--- config.mk ---
export PLATFORM = sky130hd
export DESIGN_NAME = tt_trng_conditioner
export DESIGN_NICKNAME = d
export VERILOG_FILES = /design/src/rtl/tt_trng_conditioner.sv
export SDC_FILE = /design/constraint.sdc
export NUM_CORES = 1
export LEC_CHECK = 0
export ABC_AREA = 1
export CAP_MARGIN = 0
export CORE_ASPECT_RATIO = 1.1
export CORE_UTILIZATION = 35
export DETAILED_ROUTE_END_ITERATION = 7
export SLEW_MARGIN = 20
export SYNTH_ARGS = -nofsm -noshare
export SYNTH_HDL_FRONTEND = slang
export SYNTH_SLANG_ARGS = --single-unit
--- constraint.sdc ---
create_clock -name clk -period 5.8 [get_ports clk]
set_input_delay 1.16 -clock clk [delete_from_list [all_inputs] [get_ports clk]]
set_output_delay 1.16 -clock clk [all_outputs]
set_load 0.02 [all_outputs]
--- src/rtl/tt_trng_conditioner.sv ---
// tt_trng_conditioner: synchronizes raw entropy, debiases/whitens it and packs it into words.
// Optional repetition-count health test is built when TT_TRNG_RCT_EN is defined.
module tt_trng_conditioner #(
  parameter int NUM_SRC = 4,
  parameter int WORD_W = 8,
  parameter int LFSR_W = 16,
  parameter logic [LFSR_W-1:0] LFSR_TAPS = 16'hB400,
  parameter int RCT_LIMIT = 32
) (
  input  logic               clk,
  input  logic               rst_n,
  input  logic [NUM_SRC-1:0] raw_in,
  input  logic               enable,
  input  logic [1:0]         mode,
  input  logic               word_ready,
  input  logic               health_clr,
  output logic               word_valid,
  output logic [WORD_W-1:0]  word_data,
  output logic               overflow,
  output logic               health_fail
);
  localparam int CW = $clog2(WORD_W + 1);
  typedef enum logic {EMPTY, HAVE_FIRST} vn_t;
  logic [NUM_SRC-1:0] s1, s2;
  logic [LFSR_W-1:0] lfsr, lfsr_st, lfsr_n;
  logic [WORD_W-1:0] asm_q, asm_sh, asm_n, load_d;
  logic [CW-1:0] cnt, cnt_e, base, cnt_a, cnt_n;
  vn_t vn, vn_e, vn_n;
  logic vn_bit, vn_bit_n, vn_pair;
  logic [1:0] pmode;
  logic x, chg, bit_v, bit_d, full, can_load, acc, ld, ovf_set;
  always_comb begin
    x = ^s2;
    chg = mode != pmode;
    cnt_e = chg ? '0 : cnt;
    vn_e = chg ? EMPTY : vn;
    vn_pair = mode[1] ^ mode[0];
    vn_n = !enable ? EMPTY : !vn_pair ? vn_e : (vn_e == EMPTY) ? HAVE_FIRST : EMPTY;
    vn_bit_n = (enable && vn_pair && vn_e == EMPTY) ? x : vn_bit;
    bit_v = enable && (!vn_pair || (vn_e == HAVE_FIRST && x != vn_bit));
    bit_d = !vn_pair ? (mode[0] ? lfsr[0] : x) : vn_bit ^ (mode[1] & lfsr[0]);
    lfsr_st = (lfsr >> 1) ^ (lfsr[0] ? LFSR_TAPS : '0);
    lfsr_n = (lfsr == '0) ? LFSR_W'(1) : enable ? lfsr_st : lfsr;
    // A full assembler drains into the holding register whenever it frees up
    full = cnt_e == CW'(WORD_W);
    can_load = (!word_valid || word_ready) && !health_fail;
    acc = bit_v && (!full || can_load);
    base = (full && can_load) ? '0 : cnt_e;
    cnt_a = base + CW'(acc);
    ld = can_load && (full || cnt_a == CW'(WORD_W));
    asm_sh = {bit_d, asm_q[WORD_W-1:1]};
    asm_n = acc ? asm_sh : asm_q;
    load_d = full ? asm_q : asm_sh;
    cnt_n = (ld && !full) ? '0 : cnt_a;
    ovf_set = bit_v && !acc;
  end
  always_ff @(posedge clk or posedge rst_n) begin
    if (rst_n) begin
      s1 <= '0;
      s2 <= '0;
      lfsr <= LFSR_W'(1);
      asm_q <= '0;
      cnt <= '0;
      vn <= EMPTY;
      vn_bit <= 1'b0;
      pmode <= 2'b00;
      word_data <= '0;
      word_valid <= 1'b0;
      overflow <= 1'b0;
    end else begin
      s1 <= raw_in;
      s2 <= s1;
      lfsr <= lfsr_n;
      asm_q <= asm_n;
      cnt <= cnt_n;
      vn <= vn_n;
      vn_bit <= vn_bit_n;
      pmode <= mode;
      overflow <= overflow | ovf_set;
      if (ld) word_data <= load_d;
      word_valid <= ld | (word_valid & ~word_ready);
    end
  end
`ifdef TT_TRNG_RCT_EN
  logic [7:0] rc, rc_n;
  logic px;
  always_comb rc_n = (rc != 8'd0 && x == px) ? ((rc >= 8'(RCT_LIMIT)) ? rc : rc + 8'd1) : 8'd1;
  always_ff @(posedge clk or posedge rst_n) begin
    if (rst_n) begin
      rc <= '0;
      px <= 1'b0;
      health_fail <= 1'b0;
    end else if (health_clr) begin
      rc <= '0;
      health_fail <= 1'b0;
    end else if (enable) begin
      rc <= rc_n;
      px <= x;
      if (rc_n >= 8'(RCT_LIMIT)) health_fail <= 1'b1;
    end
  end
`else
  logic rct_unused;
  assign rct_unused = health_clr;
  assign health_fail = 1'b0;
`endif
endmodule

* Yosys cells after proc, flatten, opt, wreduce, memory -nomap -nowiden
Index checks and enable logic that the tools add are counted.
Operators by class: add/sub/neg operators 1, equality and inequality tests 4, bitwise operators 9, reductions and logical operators 20, mux-type cells 13
Operators with widths (number):
- $mux W16 | 3
- $logic_not A16 Y1 | 1
- $xor A15 B16 Y16 | 1
- $mux W4 | 3
- $logic_and A1 B1 Y1 | 9
- $eq A4 B4 Y1 const B | 2
- $mux W8 | 1
- $mux W1 | 6
- $add A4 B1 Y4 | 1
- $logic_not A1 Y1 | 4
- $logic_or A1 B1 Y1 | 4
- $reduce_xor A4 Y1 | 1
- $and A1 B1 Y1 | 2
- $ne A2 B2 Y1 | 1
- $not A1 Y1 | 2
- $or A1 B1 Y1 | 2
- $reduce_bool A2 Y1 | 1
- $xor A1 B1 Y1 | 2
- $ne A1 B1 Y1 | 1
Storage, ports and cells: input port bits 11, output and inout port bits 11, flip-flop bits (word level) 50

* Depth between registers and ports, before layout
word-level depth 12, gate-level depth with buffers 21, mapped depth without buffers 21

* Worst setup path before layout
Ideal clock, no wire load.
kind input -> register, start input port mode[0], end register word_data[0], slack 2.503 ns, required time 5.683 ns, stages on the path 17, setup time 0.117 ns, arrival 3.180 ns, cells stage by stage inv_1 nand2_1 nand2_1 nand2_2 nor2_8 nand3_2 nand3_4 inv_1 ha_1 ha_1 or2_2 nor2_2 nand3_2 nand2_4 nand2_4 nand2_1 nand2_1
On the way: longest elaborated chain between the ends 10
Ends and longest elaborated chain:
- start, declared | line 14 | input logic [1:0] mode,
- $ne A2 B2 Y1 | line 34 | chg = mode != pmode;
- $mux W4 or $mux W1 (tied branches) | line 35, 36
- $eq A4 B4 Y1 or $logic_and A1 B1 Y1 (tied branches) | line 45, 40
- $logic_not A1 Y1 or $logic_or A1 B1 Y1 (tied branches) | line 47, 40
- $logic_or A1 B1 Y1 or $logic_and A1 B1 Y1 (tied branches) | line 47, 40
- $logic_and A1 B1 Y1 (*) | line 47 | acc = bit_v && (!full || can_load);
- via acc | line 31 | logic x, chg, bit_v, bit_d, full, can_load, acc, ld, ovf_set;
- $add A4 B1 Y4 (*) | line 49 | cnt_a = base + CW'(acc);
- $eq A4 B4 Y1 (*) | line 50 | ld = can_load && (full || cnt_a == CW'(WORD_W));
- $logic_or A1 B1 Y1 (*) | line 50
- $logic_and A1 B1 Y1 (*) | line 50
- end signal, assigned | line 80 | if (ld) word_data <= load_d;
- end, declared | line 18 | output logic [WORD_W-1:0] word_data,
Mark *: on every way through the listed nets, which the timed path passes. The rest lies on a longest branch. A chain may end at the register's enable or synchronous reset.

* Worst setup path after layout
start input port mode[1], end register word_data[0]
Same word-level chain as after synthesis.

==> impl_metrics.py <==
metrics = {
    "run_status": {
        "status": "finished clean",
    },
    "logic_synthesis": {
        "synth-edff-count": 0,
        "synth_seq_area_share_pct": 52.7,
        "synth-seq-cells": 50,
        "syn-num-nets": 273,
        "synth_ff_type": "dfrtp_1",
        "postSynth.asyncResetShare_pct": 100,
        "syn_area_per_cell_um2": 9.15,
        "yosys_warnings": 0,
        "netlist_instances": 260,
        "synth_area_mm2": 0.00238,
        "synth_cell_types": 36,
    },
    "setup_path": {
        "cp_num_buf_inv": 2,
        "end_kind": "flip-flop",
        "setup.worst_path.start_class": "input port",
        "path_max_fanout": 15,
        "worstSetupPathType": "in -> reg",
        "required_ns": 6.00,
        "slowest_delay_ns": 0.64,
        "crit_arrival_ns": 4.19,
        "critical-path-top-delay-family": "simple AND/OR/NAND/NOR gates",
        "path_cells": "clkdlybuf4s50_1 -> xnor2_2 -> nand2_2 -> nor2_8 -> nand3_2 -> nand3_4 -> inv_1 -> ha_1 -> ha_1 -> or2_2 -> nor2_2 -> nand3_2 -> nand2_4 -> nand2_4 -> nand2_1 -> nand2_1",
        "cp_slowest_cell": "clkdlybuf4s50_1",
    },
    "drt": {
        "wl_per_cell_um": 9.94,
        "firstDrtPassIters": 4,
        "via_per_inst": 4.49,
        "initialDrtViolationCount": 35,
        "ant_nets": 0,
        "routed-via-count": 1620,
        "drt_wl_total_um": 3590,
        "route.detailed.drc": 0,
    },
    "placed_design": {
        "place.gp.congestion": 0.726,
        "pre_cts_slack_ns": 1.46,
        "hpwl_um": 2580,
        "port_buffers": 19,
        "placed_cell_area_mm2": 0.00263,
    },
    "cts": {
        "cts.htree.levels": 2,
        "worstSkewPairLatency_ns": 0.30,
        "numCtsBuffers": 5,
        "tritoncts": "built",
        "ctsHoldBuffers": 0,
        "clkTransAtPathRegs_ns": 0.10,
        "cts-root-buf": "clkbuf_8",
        "cts_setup_buffers": 0,
        "ctsResizeCount": 0,
        "clk_path_buf_depth": 2,
        "clock_sinks": 50,
    },
    "sta": {
        "slew_headroom_pct": 43.4,
        "setup_viol": 0,
        "fmax_ghz": 0.251,
        "period_minus_slack_ns": 3.99,
        "fin_crit_sh_pct": 68.8,
        "worst_pin_slew_ns": 0.848,
        "setup_ws_ns": 1.81,
        "hold_ws_ns": 0.356,
        "finalHoldViolCount": 0,
        "tns_ns": 0,
        "fin_worst_skew_ns": 0.00551,
        "slew_violations": 0,
        "rsz0062_at_grt": "no",
    },
    "floorplanning": {
        "ioPinCount": 22,
        "dieArea_mm2": 0.00713,
        "die_x_um": 80.6,
        "rows": 31,
        "dieHeight_um": 88.5,
        "initial_core_util_pct": 36.1,
        "core_area_mm2": 0.00659,
    },
    "power": {
        "powerDensity_mw_per_mm2": 319,
        "power.switching_uw": 266,
        "cellLeakagePower_uw": 0.00131,
        "vdd_drop_max_v": 0.000134,
        "p_seq_share_pct": 51.2,
        "p_sw_share_pct": 30.4,
        "internal_power_uw": 609,
        "power_frac_comb_pct": 20.0,
        "clockPowerShare_pct": 28.8,
        "p_total_uw": 876,
    },
    "cells_and_area": {
        "stdcell_area_mm2": 0.00274,
        "diodes": 0,
        "area_growth_syn_to_layout_pct": 15.4,
        "final_layout_size_suffix_gt1_share_pct": 15.8,
        "nets": 291,
    },
    "global_routing": {
        "grt-ovfl-total": 0,
        "grt_start_max_net_pins": 51,
        "groute.usage.overall_pct": 12.4,
        "antenna_found_initial": 0,
        "grt_pass1_wl_um": 6860,
        "grt_pass1_vias": 1581,
    },
    "min_path": {
        "hp-class": "reg -> reg",
    },
    "job": {
        "cap_violations": 0,
    },
}
[cell type report]
class	count	area, um^2
Inverter	33	125
Clock buffer	5	68.8
Fill cell	657	3850
Timing Repair Buffer	20	198
Sequential cell	50	1250
Multi-Input combinational cell	168	950
Tap cell	82	103
Clock inverter	3	47.5
[final timing paths]
kind	startpoint	endpoint	slack (ns)	cells after the start
setup reg to reg	pmode[1]	word_data[0]	2.84	15
hold reg to reg	s1[1]	s2[1]	0.36	0
setup / recovery	mode[1]	word_data[0]	1.81	16
hold / removal	s1[1]	s2[1]	0.36	0
max in group asynchronous	rst_n	lfsr[2]	3.99	2
min in group asynchronous	rst_n	asm_q[0]	1.32	2
[metrics by stage]
| step | std cells | util (%) |
|---|---|---|
| 2_1_floorplan | 260 | - |
| 3_3_place_gp | 353 | 39.8 |
| 3_5_place_dp | 353 | 39.8 |
| 4_1_cts | 361 | 41.6 |
| 5_1_grt | 361 | 41.6 |
| 6_report | 361 | 41.6 |
[Yosys cell counts (all sizes together), types with 2 or more instances]
library cell	n	share of area [%]
a21oi	5	1.2
a31oi	2	0.53
buf	3	1.3
clkbuf	6	0.95
dfrtp	49	52
ha	2	1.1
inv	33	5.2
nand2	80	15
nand3	18	5.2
nand4	4	1.1
nor2	16	4.7
nor4	3	0.79
o211ai	2	0.63
o21ai	25	6.2
xnor2	4	1.8
xor2	2	0.74
[power by group through the flow]
stage / registers, uW / clock network [uW] / logic (uW)
after CTS: 449 / 263 / 179
after floorplan: 447 / 0 / 149
final: 448 / 252 / 175
after detailed placement: 456 / 0 / 179
after global routing: 457 / 274 / 210
after global placement: 456 / 0 / 175
[cell usage in the layout (no fill, tap or decap), types with 5 or more instances in the layout]
| cell | n |
|---|---|
| nand3_1 | 13 |
| o21ai_0 | 13 |
| inv_1 | 30 |
| nand2_2 | 8 |
| o21ai_1 | 6 |
| nand2_1 | 69 |
| dfrtp_1 | 49 |
| clkdlybuf4s50_1 | 19 |
| clkbuf_8 | 5 |
| nor2_1 | 10 |
| o21ai_2 | 6 |
[logic make-up after synthesis]
family,count (synthesis),share of synthesized area (%)
compound gates,36,9.21
xor+xnor,6,2.53
fa+ha+maj,2,1.05
buf+inv,42,7.42
flops,50,52.7
other cells,1,0.158
simple gates,123,27.0
[metal layers]
layer	vias up	GRT usage, %	share of wire [%]
li1	855	-	-
met1	737	15.1	48
met2	22	21.0	47
met3	6	3.40	3.1
met4	0	4.38	1.7
met5	-	0	0
[state kept, by name, summed over array words and instances (netlist names)]
register / count
vn: 1
word_valid: 1
vn_bit: 1
s1: 4
lfsr: 16
s2: 4
pmode: 2
cnt: 4
word_data: 8
asm_q: 8
overflow: 1
Note: power is estimated with default switching activity, not from simulation.
